===== src/rtl/cde_tick_timer.sv =====
// cde_tick_timer
// Programmable countdown timer driven by a prescaled single-cycle tick.
// Counts ticks down from a reload value, pulses `expired` for one cycle on
// reaching expiry and latches a sticky `irq` until `irq_ack`.
//
// Compile-time option: define CDE_TICK_TIMER_RELOAD_EN to honour the
// `periodic` input (auto-reload on expiry). Without it the timer is always
// one-shot and `periodic` is ignored.
//
// Per-cycle priority: stop > load > start > tick_in.
// All outputs are registered; there is no combinational input-to-output path.
//
// Handshake note: there is no valid/ready pairing on this block. Every
// control input is a level sampled on each rising clk edge and acts in that
// cycle only; tick_in is expected to be one clk wide per tick but holding it
// high is legal and yields one decrement per cycle while in RUN.

module cde_tick_timer #(
  parameter int WIDTH = 16
) (
  input  logic             clk,
  input  logic             reset_n,
  input  logic             tick_in,
  input  logic             load,
  input  logic [WIDTH-1:0] load_value,
  input  logic             start,
  input  logic             stop,
  input  logic             periodic,
  input  logic             irq_ack,
  output logic [WIDTH-1:0] count,
  output logic             running,
  output logic             expired,
  output logic             irq,
  output logic [1:0]       state_dbg
);

  typedef enum logic [1:0] {
    ST_IDLE = 2'd0,
    ST_RUN  = 2'd1,
    ST_DONE = 2'd2
  } state_t;

  state_t           r_state;
  logic [WIDTH-1:0] r_count;
  logic [WIDTH-1:0] r_reload;
  logic             r_running;
  logic             r_expired;
  logic             r_irq;

  logic             w_periodic;
  logic             w_reload_nz;
  logic             w_at_expiry;
  logic             w_tick_run;

`ifdef CDE_TICK_TIMER_RELOAD_EN
  // Auto-reload select taken straight from the input.
  assign w_periodic = periodic;
`else
  // One-shot only; the periodic input is deliberately left unused.
  logic w_unused_periodic;
  assign w_unused_periodic = periodic;
  assign w_periodic        = 1'b0;
`endif

  // Start is only honoured when there is something to count down from.
  assign w_reload_nz = (r_reload != '0);

  // A count of 1 expires on the next tick; a forced count of 0 in RUN is
  // treated the same way so 0 is never decremented and no wrap can occur.
  assign w_at_expiry = (r_count <= {{(WIDTH-1){1'b0}}, 1'b1});

  // Tick that is actually consumed by the counter this cycle.
  assign w_tick_run = (r_state == ST_RUN) && tick_in;

  // Timer state machine with registered outputs.
  always_ff @(posedge clk or negedge reset_n) begin
    if (!reset_n) begin
      r_state   <= ST_IDLE;
      r_count   <= '0;
      r_reload  <= '0;
      r_running <= 1'b0;
      r_expired <= 1'b0;
      r_irq     <= 1'b0;
    end else begin
      // Expiry strobe is one cycle wide unless re-armed below.
      r_expired <= 1'b0;

      // Acknowledge clears irq; a same-cycle expiry below overrides it.
      if (irq_ack) begin
        r_irq <= 1'b0;
      end

      if (stop) begin
        // Stop wins over everything: count and reload are held, any
        // coincident tick or expiry is dropped.
        r_state   <= ST_IDLE;
        r_running <= 1'b0;
      end else if (load) begin
        // Load replaces both the reload value and the live count without
        // changing state; a coincident tick is lost.
        r_reload <= load_value;
        r_count  <= load_value;
      end else if (start && (r_state != ST_RUN)) begin
        // Arm from the reload register; a zero reload leaves state alone.
        if (w_reload_nz) begin
          r_count   <= r_reload;
          r_state   <= ST_RUN;
          r_running <= 1'b1;
        end
      end else if (w_tick_run) begin
        if (w_at_expiry) begin
          r_expired <= 1'b1;
          r_irq     <= 1'b1;
          if (w_periodic) begin
            // Reload on the expiring tick so the next period is exactly
            // N ticks long with no lost or extra tick at the boundary.
            r_count <= r_reload;
          end else begin
            r_count   <= '0;
            r_state   <= ST_DONE;
            r_running <= 1'b0;
          end
        end else begin
          r_count <= r_count - {{(WIDTH-1){1'b0}}, 1'b1};
        end
      end
    end
  end

  assign count     = r_count;
  assign running   = r_running;
  assign expired   = r_expired;
  assign irq       = r_irq;
  assign state_dbg = r_state;

endmodule


===== config.mk =====
export PLATFORM = sky130hd
export DESIGN_NAME = cde_tick_timer
export DESIGN_NICKNAME = d
export VERILOG_FILES = /design/src/rtl/cde_tick_timer.sv
export SDC_FILE = /design/constraint.sdc
export NUM_CORES = 1
export LEC_CHECK = 0
export BUFFER_PORTS_ARGS = -buffer_cell sky130_fd_sc_hd__buf_2
export CAP_MARGIN = 10
export CORE_ASPECT_RATIO = 0.75
export CORE_MARGIN = 2
export CORE_UTILIZATION = 50
export DETAILED_ROUTE_END_ITERATION = 8
export PLACE_DENSITY = 0.75
export SLEW_MARGIN = 10
export SYNTH_ARGS = -nofsm -noshare
export SYNTH_HDL_FRONTEND = slang
export SYNTH_SLANG_ARGS = --single-unit

===== constraint.sdc =====
create_clock -name clk -period 4.8 [get_ports clk]
set_input_delay 0.24 -clock clk [delete_from_list [all_inputs] [get_ports clk]]
set_output_delay 0.24 -clock clk [all_outputs]
set_load 0.02 [all_outputs]

==> results.py, run 1 <==
metrics = {
    "timing": {
        "finalSetupTns_ns": 0,
        "setup_viol": 0,
        "drv_slew": 0,
        "rsz0062_at_grt": "false",
        "tightest_slew_ns": 1.11,
        "whs_ns": 0.0344,
        "hold_viol": 0,
        "period_needed_ns": 2.31,
        "worst_slack_ns": 2.49,
        "max_freq_ghz": 0.433,
        "fin_crit_sh": 0.481,
        "fin_skew_ns": 0.00430,
        "relSlewSlack": 0.261,
    },
    "cells_and_area": {
        "fin_cells": 348,
        "syn_to_final_growth_pct": 15.2,
        "antenna_cells": 0,
        "final_common_cell": "nand2_1",
        "drive_above_1_share": 0.205,
        "fin_nets": 318,
        "final_cell_mix": "75 x nand2_1, 43 x buf_2, 36 x dfrtp_1",
    },
    "cts": {
        "clk_pin_slew_ns": 0.07,
        "cts_htree_levels": 2,
        "cts_tree": "done",
        "postCtsHoldBufs": 0,
        "cts.sinks": 36,
        "numCtsBuffers": 5,
        "post_cts_buffers": 0,
        "cts_resized": 0,
        "clock_latency_ns": 0.29,
        "ctsLongestPathBuffers": 2,
        "cts-root-buf": "clkbuf_8",
    },
    "yosys": {
        "async_reset_ff_frac": 1.00,
        "netlist_instances": 255,
        "syn-num-nets": 281,
        "yosys_warnings": 0,
        "synth.distinct_cells": 49,
        "synth_flop_cell": "dfrtp_1",
        "ys_seq_area_frac": 0.418,
        "ys_ff_latch": 36,
        "synth_edf_count": 0,
        "synth.avg_cell_area_um2": 8.44,
        "syn_area_mm2": 0.00215,
    },
    "place": {
        "dp_hpwl_mm": 3.96,
        "place_congestion": 0.911,
        "placed_cells": 340,
        "dpl_worst_slack_ns": 2.55,
        "io_buffer_count": 43,
    },
    "worst_setup_path": {
        "crit_buf_inv": 1,
        "r2r_slack_ns": 2.49,
        "r2r_cells": 7,
        "arrival_ns": 2.51,
        "start_kind": "flip-flop",
        "crit_required_ns": 5.01,
        "cp_common_cell": "nand2_1",
        "reg2reg_to": "count[6]",
        "end_kind": "flip-flop",
        "worstPathMaxFanout": 8,
        "slowest_delay_ns": 0.76,
        "r2r-start": "count[0]",
        "cp_slowest_cell": "nor3b_1",
        "critical_path.top_delay_family": "simple AND/OR/NAND/NOR gates",
        "crit_chain": "inv_1 -> ha_1 -> nor3b_1 -> nand2_1 -> xnor2_1 -> nand2_1 -> a31oi_1",
        "crit_type": "reg2reg",
    },
    "global_route": {
        "grt_pass1_vias": 1737,
        "grt_start_max_net_pins": 37,
        "grt_pass1_wl_mm": 8.80,
        "grt_antenna_before_repair": 0,
        "track_usage": 0.244,
        "overflow": 0,
    },
    "detailed_routing": {
        "initialDrtViolationCount": 257,
        "drc": 0,
        "routed_wl_mm": 5.46,
        "viasPerCell": 5.70,
        "num_vias": 1984,
        "routedWlPerCell_um": 15.7,
        "firstDrtPassIters": 5,
        "ant_nets": 0,
    },
    "power_and_ir_drop": {
        "intPower_w": 0.000553,
        "leakagePower_nw": 1.14,
        "p_total_w": 0.000865,
        "p_per_area_mw_per_mm2": 349,
        "pwr-share-clk": 0.256,
        "p_sw_w": 0.000312,
        "power_frac_seq": 0.479,
        "p_sw_frac": 0.361,
        "comb_power_share": 0.264,
        "ir_drop_uv": 222,
    },
    "floorplanning": {
        "boundaryPins": 45,
        "core.rowCount": 20,
        "dieArea_mm2": 0.00485,
        "die_y_um": 60.8,
        "fp.dieW_um": 79.8,
        "fp.coreArea_mm2": 0.00410,
        "initial_utilization": 0.525,
    },
    "run_status": {
        "status": "finished, final reports clean",
    },
    "min_path": {
        "hp-class": "in2async",
    },
    "run": {
        "maxCapViolations": 0,
    },
}
logic make-up (layout without fill, tap and decap cells):
| kind of cell | count (synthesis) | after routing | synth area share |
|---|---|---|---|
| AOI/OAI and AO/OA | 40 | 40 | 0.123 |
| xor gates and xnor gates | 9 | 9 | 0.0366 |
| adders and majority gates | 2 | 2 | 0.0116 |
| buffers and inverters | 19 | 57 | 0.0395 |
| DFF | 36 | 36 | 0.418 |
| muxes | 10 | 10 | 0.0465 |
| and+or+nand+nor | 139 | 139 | 0.324 |
how the worst max path moves through the flow:
stage | startpoint | endpoint | slack, ns | depth (start not counted)
floorplan | count[4] | state_dbg[1] | 2.63 | 5
global placement | count[0] | count[10] | 2.58 | 7
detailed placement | count[0] | count[6] | 2.55 | 7
CTS | count[0] | count[6] | 2.47 | 7
global route | count[0] | count[10] | 2.13 | 7
finish | count[0] | count[6] | 2.49 | 7
worst reg2reg max path: cells and delay by family (launching register included):
family | cells | cell delay (ns)
buf+inv | 1 | 0.11
compound gates | 1 | 0.22
simple gates | 3 | 1.02
xor+xnor | 1 | 0.22
fa+ha+maj | 1 | 0.20
flops | 1 | 0.46
stage by stage:
step / util / cell area (µm²)
after floorplan: - / 2150
after global placement: 0.582 / 2390
after detailed placement: 0.582 / 2390
after CTS: 0.605 / 2480
after global routing: 0.605 / 2480
final: 0.605 / 2480
state kept, by name, indices dropped and copies added, names as in the netlist:
signal / flops
irq: 1
r_reload: 16
state_dbg: 2
expired: 1
count: 16
routing by layer:
metal	GRT usage	share of wire	wire length, µm	vias up
li1	-	-	-	964
met3	0.0417	0.070	381	10
met4	0.0896	0.016	87	0
met5	0	0	0	-
met2	0.341	0.41	2270	78
met1	0.379	0.50	2730	932
cells in the mapped netlist (2+ instances only):
library cell   n  area, µm²
inv_1          4       15.0
buf_2          2       10.0
o21ai_0        9       45.0
nand2b_1      16        100
or4_4          2       22.5
nand3_1        5       25.0
dfrtp_1       36        901
a221oi_1       4       35.0
nor2b_1        4       25.0
nor4_1         5       31.3
xor2_1         4       35.0
ha_1           2       25.0
a31oi_1       10       62.6
clkbuf_1      10       37.5
nand2_1       75        282
nor2_1        12       45.0
nor3_1         4       20.0
xnor2_1        5       43.8
o22ai_1        3       18.8
nand4_1        2       12.5
mux2i_1       10        100
a21oi_1        4       20.0
power groups by stage:
stage / combinational [W] / sequential, W / clock [W]
global route: 0.000254 / 0.000422 / 0.000243
finish: 0.000229 / 0.000415 / 0.000222
global placement: 0.000222 / 0.000415 / 0
floorplan: 0.000130 / 0.000433 / 0
CTS: 0.000228 / 0.000413 / 0.000226
detailed placement: 0.000226 / 0.000418 / 0
layout make-up:
| cell class | instances | area, µm² |
|---|---|---|
| flip-flops and latches | 36 | 901 |
| clock inverters | 2 | 10.0 |
| clock buffers | 6 | 82.6 |
| well taps | 55 | 68.8 |
| fillers | 369 | 1620 |
| multi-input cells | 200 | 1170 |
| repair buffers | 45 | 230 |
| inverters | 4 | 15.0 |
No activity file was read; power rests on OpenSTA's default activity.
==> run 2: changes to the inputs <==
--- a/config.mk
+++ b/config.mk
@@ -9,9 +9,9 @@
 export CAP_MARGIN = 10
 export CORE_ASPECT_RATIO = 0.75
 export CORE_MARGIN = 2
-export CORE_UTILIZATION = 50
+export CORE_UTILIZATION = 49
 export DETAILED_ROUTE_END_ITERATION = 8
-export PLACE_DENSITY = 0.75
+export PLACE_DENSITY = 0.77
 export SLEW_MARGIN = 10
 export SYNTH_ARGS = -nofsm -noshare
 export SYNTH_HDL_FRONTEND = slang
==> constraint.sdc (replaced) <==
create_clock -name clk -period 1.9 [get_ports clk]
set_input_delay 0.095 -clock clk [delete_from_list [all_inputs] [get_ports clk]]
set_output_delay 0.095 -clock clk [all_outputs]
set_load 0.02 [all_outputs]
==> run 2 against run 1 <==
The run now ends with negative setup slack left; setup slack got worse by 2.7 ns; register-to-register slack got worse by 2.7 ns; sequential power rose by 140%; final cell count rose by 11%; critical path type unchanged; largest cell class unchanged; largest power group unchanged.
==> results.py, run 2 (synthesis results as in run 1) <==
metrics = {
    "run_status": {
        "status": "finished, violations left",
        "violations": "negative setup slack",
    },
    "timing": {
        "worst_slack_ns": -0.212,
        "rsz0062_at_grt": "true",
        "setup_viol": 11,
        "fin_crit_sh": 1.11,
        "relSlewSlack": 0.460,
        "max_freq_ghz": 0.473,
        "hold_viol": 0,
        "period_needed_ns": 2.11,
        "tightest_slew_ns": 0.810,
        "drv_slew": 0,
        "finalSetupTns_ns": -0.578,
        "fin_skew_ns": 0.00493,
    },
    "cells_and_area": {
        "fin_nets": 357,
        "fillers": 314,
        "syn_to_final_growth_pct": 37.2,
        "antenna_cells": 0,
        "fin_cells": 387,
        "drive_above_1_share": 0.373,
        "final_common_cell": "nand2_1",
        "fin_util": 0.715,
        "final_cell_mix": "65 x nand2_1, 43 x buf_2, 32 x buf_4",
    },
    "worst_setup_path": {
        "start_kind": "flip-flop",
        "cp_common_cell": "or4_4",
        "slowest_delay_ns": 0.57,
        "crit_type": "reg2reg",
        "worstPathMaxFanout": 4,
        "crit_required_ns": 2.13,
        "crit_chain": "or4_4 -> or4_4 -> or3b_1 -> a21oi_2",
        "arrival_ns": 2.34,
        "end_kind": "flip-flop",
        "cp_slowest_cell": "or4_4",
    },
    "power_and_ir_drop": {
        "p_per_area_mw_per_mm2": 830,
        "p_sw_w": 0.000901,
        "p_sw_frac": 0.368,
        "power_frac_seq": 0.404,
        "ir_drop_uv": 597,
        "leakagePower_nw": 1.38,
        "intPower_w": 0.00155,
        "pwr-share-clk": 0.236,
        "comb_power_share": 0.360,
    },
    "global_route": {
        "grt_pass1_vias": 1960,
        "track_usage": 0.268,
        "grt_antenna_before_repair": 0,
        "met1_usage": 0.401,
        "busiest_layer": "met1",
        "overflow": 0,
        "met2_usage": 0.395,
        "met3_usage": 0.0440,
        "grt_start_max_net_pins": 37,
        "grt_pass1_wl_mm": 9.74,
    },
    "floorplanning": {
        "boundaryPins": 45,
        "dieArea_mm2": 0.00495,
        "initial_utilization": 0.522,
        "die_y_um": 61.4,
        "fp.dieW_um": 80.5,
        "core.rowCount": 20,
        "fp.coreArea_mm2": 0.00413,
    },
    "cts": {
        "clock_latency_ns": 0.30,
        "numCtsBuffers": 5,
        "cts-root-buf": "clkbuf_8",
        "cts_tree": "done",
        "cts_htree_levels": 2,
        "cts.sinks": 36,
        "clk_pin_slew_ns": 0.07,
        "ctsLongestPathBuffers": 2,
    },
    "detailed_routing": {
        "num_vias": 2242,
        "initialDrtViolationCount": 271,
        "drc": 0,
        "viasPerCell": 5.79,
        "routed_wl_mm": 6.46,
        "ant_nets": 0,
        "firstDrtPassIters": 5,
        "routedWlPerCell_um": 16.7,
    },
    "place": {
        "place_congestion": 0.904,
        "dp_hpwl_mm": 4.42,
        "dpl_worst_slack_ns": -0.186,
        "io_buffer_count": 43,
        "placed_cells": 370,
    },
    "min_path": {
        "hp-class": "in2reg",
    },
    "run": {
        "maxCapViolations": 0,
    },
}
[run 2: cell count changes in the layout (fill, tap and decap cells not counted), sizes merged]
cell,before,now
buf,45,79
dlygate4sd3,0,5
[run 2: layer usage]
metal | routed length [µm] | vias up
met5 | 0 | -
met4 | 124 | 0
met3 | 523 | 15
met2 | 2930 | 131
met1 | 2870 | 1047
li1 | - | 1049
[run 2: critical path, delay by kind of cell (launching register included)]
| kind | cells | cell delay [ns] |
|---|---|---|
| AND/OR/NAND/NOR | 3 | 1.52 |
| AO/OA/AOI/OAI | 1 | 0.12 |
| flip-flops | 1 | 0.40 |
[run 2: cell type report]
class | instances | area [µm²] | area share
multi-input combinational | 200 | 1310 | 0.443
sequential | 36 | 908 | 0.307
timing repair buffer | 84 | 559 | 0.189
clock buffer | 6 | 82.6 | 0.0280
tap | 55 | 68.8 | 0.0233
inverter | 4 | 15.0 | 0.00508
clock inverter | 2 | 10.0 | 0.00339
[run 2: power groups by stage]
stage / clock [W] / sequential (W) / combinational, W
finish: 0.000579 / 0.000991 / 0.000882
global route: 0.000616 / 0.00100 / 0.000947
CTS: 0.000585 / 0.000983 / 0.000795
detailed placement: 0 / 0.000997 / 0.000772
global placement: 0 / 0.000990 / 0.000755
floorplan: 0 / 0.00110 / 0.000335
[run 2: final timing paths]
kind / from / end / slack, ns / cells after the start
worst min register to register: r_reload[4] / r_reload[4] / 0.51 / 2
worst max register to register: count[5] / state_dbg[1] / -0.21 / 4
worst min-delay path: load_value[11] / r_reload[11] / 0.004 / 3
max in group asynchronous: reset_n / count[7] / 0.92 / 2
min in group asynchronous: reset_n / r_reload[0] / 0.41 / 2
worst max-delay path: count[5] / state_dbg[1] / -0.21 / 4
[run 2: repair_timing]
item	CTS	global route
pin swaps	3	18
setup endpoints to repair	9	19
hold buffers	5	0
hold endpoints to repair	40	0
gates cloned	0	0
gates resized for setup	3	31
setup buffers	1	3
[run 2: metrics by stage]
step | power, W | cell area, µm² | hold slack (ns)
floorplan | 0.00144 | 2180 | -0.201
global placement | 0.00174 | 2640 | 0.227
detailed placement | 0.00177 | 2640 | 0.232
CTS | 0.00236 | 2810 | 0.00105
global route | 0.00257 | 2950 | 0.0128
finish | 0.00245 | 2950 | 0.00391
